## src/rtl/tc_to_signmag_serial.sv

```systemverilog
// Bit-serial two's-complement to sign-magnitude decoder, LSB-first, valid/ready on both sides.
// Optional overflow flag output enabled by defining TC2SM_OVF_FLAG_EN.
module tc_to_signmag_serial #(
    parameter int WIDTH = 4
) (
    input  logic             clk,
    input  logic             rst,
    input  logic             in_valid,
    output logic             in_ready,
    input  logic [WIDTH-1:0] in_data,
    output logic             out_valid,
    input  logic             out_ready,
    output logic             out_sign,
    output logic [WIDTH-1:0] out_mag,
`ifdef TC2SM_OVF_FLAG_EN
    output logic             ovf,
`endif
    output logic             busy
);
    localparam int CNT_W = (WIDTH > 1) ? $clog2(WIDTH) : 1;
    localparam logic [CNT_W-1:0] LAST_BIT = CNT_W'(WIDTH - 1);
    localparam logic [WIDTH-1:0] MOST_NEG = {1'b1, {(WIDTH-1){1'b0}}};

    typedef enum logic [1:0] {IDLE, SHIFT, DONE} state_t;

    state_t           state, state_nxt;
    logic [WIDTH-1:0] shift_q;
    logic [WIDTH-1:0] mag_q;
    logic [WIDTH-1:0] mag_nxt;
    logic [CNT_W-1:0] cnt_q;
    logic             seen_one;
    logic             sign_q;
    logic             out_sign_q;
    logic [WIDTH-1:0] out_mag_q;
    logic             last_bit;

    // Copy bits up to and including the first one, invert every bit after it.
    function automatic logic mag_bit(input logic b, input logic neg, input logic seen);
        return neg ? (b ^ seen) : b;
    endfunction

    assign last_bit = (cnt_q == LAST_BIT);
    assign mag_nxt  = {mag_bit(shift_q[0], sign_q, seen_one), mag_q[WIDTH-1:1]};

    always_comb begin
        state_nxt = state;
        unique case (state)
            IDLE:    if (in_valid)  state_nxt = SHIFT;
            SHIFT:   if (last_bit)  state_nxt = DONE;
            DONE:    if (out_ready) state_nxt = IDLE;
            default:                state_nxt = IDLE;
        endcase
    end

    always_ff @(posedge clk) begin
        if (rst) state <= IDLE;
        else     state <= state_nxt;
    end

    always_ff @(posedge clk) begin
        if (rst) begin
            shift_q    <= '0;
            mag_q      <= '0;
            cnt_q      <= '0;
            seen_one   <= 1'b0;
            sign_q     <= 1'b0;
            out_sign_q <= 1'b0;
            out_mag_q  <= '0;
        end else begin
            unique case (state)
                IDLE: begin
                    if (in_valid) begin
                        shift_q  <= in_data;
                        sign_q   <= in_data[WIDTH-1];
                        seen_one <= 1'b0;
                        cnt_q    <= '0;
                        mag_q    <= '0;
                    end
                end
                SHIFT: begin
                    shift_q  <= shift_q >> 1;
                    mag_q    <= mag_nxt;
                    seen_one <= seen_one | (sign_q & shift_q[0]);
                    cnt_q    <= cnt_q + 1'b1;
                    // Result registers only change when a new result is ready.
                    if (last_bit) begin
                        out_sign_q <= sign_q;
                        out_mag_q  <= mag_nxt;
                    end
                end
                default: ;
            endcase
        end
    end

`ifdef TC2SM_OVF_FLAG_EN
    logic ovf_q;
    always_ff @(posedge clk) begin
        if (rst) begin
            ovf_q <= 1'b0;
        end else if (state == IDLE && in_valid) begin
            ovf_q <= 1'b0;
        end else if (state == SHIFT && last_bit) begin
            ovf_q <= sign_q && (mag_nxt == MOST_NEG);
        end
    end
    assign ovf = ovf_q;
`endif

    assign in_ready  = (state == IDLE);
    assign out_valid = (state == DONE);
    assign busy      = (state != IDLE);
    assign out_sign  = out_sign_q;
    assign out_mag   = out_mag_q;
endmodule

```

## config.mk

```make
export PLATFORM = sky130hd
export DESIGN_NAME = tc_to_signmag_serial
export DESIGN_NICKNAME = d
export VERILOG_FILES = /design/src/rtl/tc_to_signmag_serial.sv
export SDC_FILE = /design/constraint.sdc
export NUM_CORES = 1
export LEC_CHECK = 0
export CAP_MARGIN = 25
export CORE_MARGIN = 2
export CORE_UTILIZATION = 52
export CTS_BUF_LIST = sky130_fd_sc_hd__clkbuf_16
export DETAILED_ROUTE_END_ITERATION = 7
export DONT_BUFFER_PORTS = 1
export PLACE_DENSITY = 0.7
export SLEW_MARGIN = 20
export SYNTH_ARGS = -nofsm -noshare
export SYNTH_HDL_FRONTEND = slang
export SYNTH_SLANG_ARGS = --single-unit
export TNS_END_PERCENT = 50
```

## constraint.sdc

```tcl
create_clock -name clk -period 1 [get_ports clk]
set_input_delay 0.2 -clock clk [delete_from_list [all_inputs] [get_ports clk]]
set_output_delay 0.2 -clock clk [all_outputs]
set_load 0.02 [all_outputs]
```

==> flow_summary.toml <==
[grt]
grt_pass1_vias = 686
grt_max_degree = 20
globalRoute.totalOverflow = 0
grt_pass1_wl_um = 3210
antenna_found_initial = 0
grt_use_total_pct = 24.5

[yosys]
synth_top_cell_by_area = "dfxtp_1"
ys.flop_type = "dfxtp_1"
synth_edf_count = 0
yosys.area.top_type_share_pct = 47.6
seq_area_frac_synth_pct = 47.6
synth_nets = 93
synth-async-reset-ratio_pct = 0
ys_ff_latch = 18
synthTopCellsByArea = "dfxtp_1 (48%), a21oi_1 (6.0%), nor2_1 (6.0%)"
ys.warnings.count = 0
syn_area_um2 = 757
avgSynthCellArea_um2 = 9.01
synthDistinctLibCells = 28
synth_cells = 84

[floorplan]
start_util_pct = 56.8
die_area_um2 = 1780
io_pins = 16
core_um2 = 1330
row_count = 13
die_y_um = 42.2
die_x_um = 42.2

[critical_path]
crit_fanout = 4
worst_setup_path_start_kind = "register"
endpoint_kind = "register"
path_class = "register to register"
critPathRequiredTime_ns = 1.14
critPathArrivalTime_ns = 1.43

[drt]
drtIter0Drc = 18
wl_per_cell_um = 16.3
firstDrtPassIters = 4
postRouteAntennaNets = 0
drc = 0
routed_wl_um = 1920
viasPerCell = 5.80
vias = 684

[place]
io_buffer_count = 0
dp_hpwl_um = 1100
place_ws_ns = -0.154
place.gp.congestion = 0.713

[timing]
min_period_over_period_pct = 129
rsz0062_at_grt = "yes"
fin_crit_ns = 1.29
relSlewSlack_pct = 83.1
worst_pin_slew_ns = 0.251
whs_ns = 0.0117
finalMaxSlewViolations = 0
layout_setup_ws_ns = -0.292
finClkSkew_ns = 0.00352
finalSetupViolCount = 21
fmax_mhz = 774
hold_viol = 0

[clocking]
ctsHtreeMaxLevel = 1
cts_root_buf = "clkbuf_16"
path_clk_slew_ns = 0.05
clk_path_buf_depth = 2
cts_tree = "built"
numCtsBuffers = 3
clkSinkCount = 18
insertion_delay_ns = 0.25

[finish]
fin_util_pct = 80.2
final_nets = 113
areaGrowthSynthToFinish_pct = 41.3
layout-drive-gt1-share_pct = 38.8
antenna_cells = 0

[status]
violations = "negative setup slack"
outcome = "finished, violations left"

[job]
cap_viol_max_count = 0

[power_and_ir_drop]
p_leak_uw = 0.000424
ir_drop_mv = 1.60
powerDensity_nw_per_um2 = 1650

[worst_hold_path]
hold_path.class = "input pin to register"
## report_power, final
group | total [µW] | internal, µW | switching, µW
sequential | 767 | 744 | 22.5
clock | 785 | 531 | 255
combinational | 210 | 115 | 95.4
## cell families after synthesis
logic type	count (synthesis)	synth area share (%)
and+or+nand+nor	37	25.5
DFF	18	47.6
AOI/OAI and AO/OA	17	14.5
buffers and inverters	7	5.62
muxes	3	3.97
xor gates and xnor gates	1	1.16
adders and majority gates	1	1.65
## stage by stage
step	total power [µW]	instance area (µm²)	TNS (ns)	std cells
floorplan	884	778	-0.469	84
global placement	917	856	-0.773	107
detailed placement	921	856	-1.57	107
CTS	1750	1030	-2.55	117
global route	1830	1070	-4.53	118
finish	1760	1070	-3.29	118
## critical path: stages, from the launching register on
cell and delay, ns:
dfxtp_4 0.35, buf_6 0.12, buf_6 0.11, or3b_4 0.36
a21oi_2 0.17, nor3_2 0.07
## repair_timing
action | in CTS | in global routing
hold endpoints to repair | 0 | 1
resized for setup | 12 | 10
endpoints found under the setup margin | 19 | 21
setup buffers | 6 | 0
pin swaps | 11 | 15
hold buffers | 0 | 1
## sequential cells by signal, summed over array words and instances, names as in the netlist
register	flops
out_mag	4
shift_q	4
mag_q	3
cnt_q	2
state	2
out_sign	1
seen_one	1
sign_q	1
## cells in the mapped netlist (all sizes together) (2+ instances only)
master and instances:
inv 2, dfxtp 18, mux2i 3, nand3 4, nand2b 3, nor2 12
a22oi 3, nand3b 2, nand2 6, buf 4, nor3 3, a21oi 9
or3b 3
## per-layer routing
layer / vias up / global-route usage (%) / share of wire, %
met4: 0 / 7.50 / 2.3
met2: 20 / 41.6 / 51
met1: 330 / 29.4 / 40
met3: 6 / 7.76 / 5.8
met5: - / 0 / 0
li1: 328 / - / -
## cells in the final DEF (no fill, tap or decap), types with 2 or more instances in the layout
cell,synthesis,layout
buf_6,1,7
nand2_1,6,5
a22oi_2,0,3
nor3_1,3,2
mux2i_1,3,3
nor2_4,0,2
nand3_1,4,4
nand3b_1,2,2
dfxtp_2,0,3
a21oi_2,0,3
a21oi_1,9,6
nand2b_1,3,3
clkbuf_16,0,3
inv_1,2,2
buf_4,2,12
nor2_1,12,10
or3b_4,1,2
dfxtp_1,18,14
## layout make-up
| class | instances | area, µm² |
|---|---|---|
| fillers | 84 | 264 |
| repair buffers | 20 | 179 |
| multi-input cells | 59 | 418 |
| inverters | 2 | 7.51 |
| flip-flops and latches | 18 | 368 |
| clock buffers | 3 | 75.1 |
| clock inverters | 1 | 3.75 |
| well taps | 15 | 18.8 |
## path summary, 6_finish.rpt
kind                                       startpoint                       to  slack, ns  cells after the start
worst max-delay path            state[0]$_SDFFE_PP0P_  shift_q[2]$_SDFFE_PP0P_      -0.29                      5
worst min-delay path                              rst  shift_q[3]$_SDFFE_PP0P_       0.01                      1
worst max register to register  state[0]$_SDFFE_PP0P_  shift_q[2]$_SDFFE_PP0P_      -0.29                      5
worst min register to register  mag_q[1]$_SDFFE_PP0P_  out_mag[0]$_SDFFE_PP0P_       0.48                      2
Note: power is estimated with default switching activity, not from simulation.
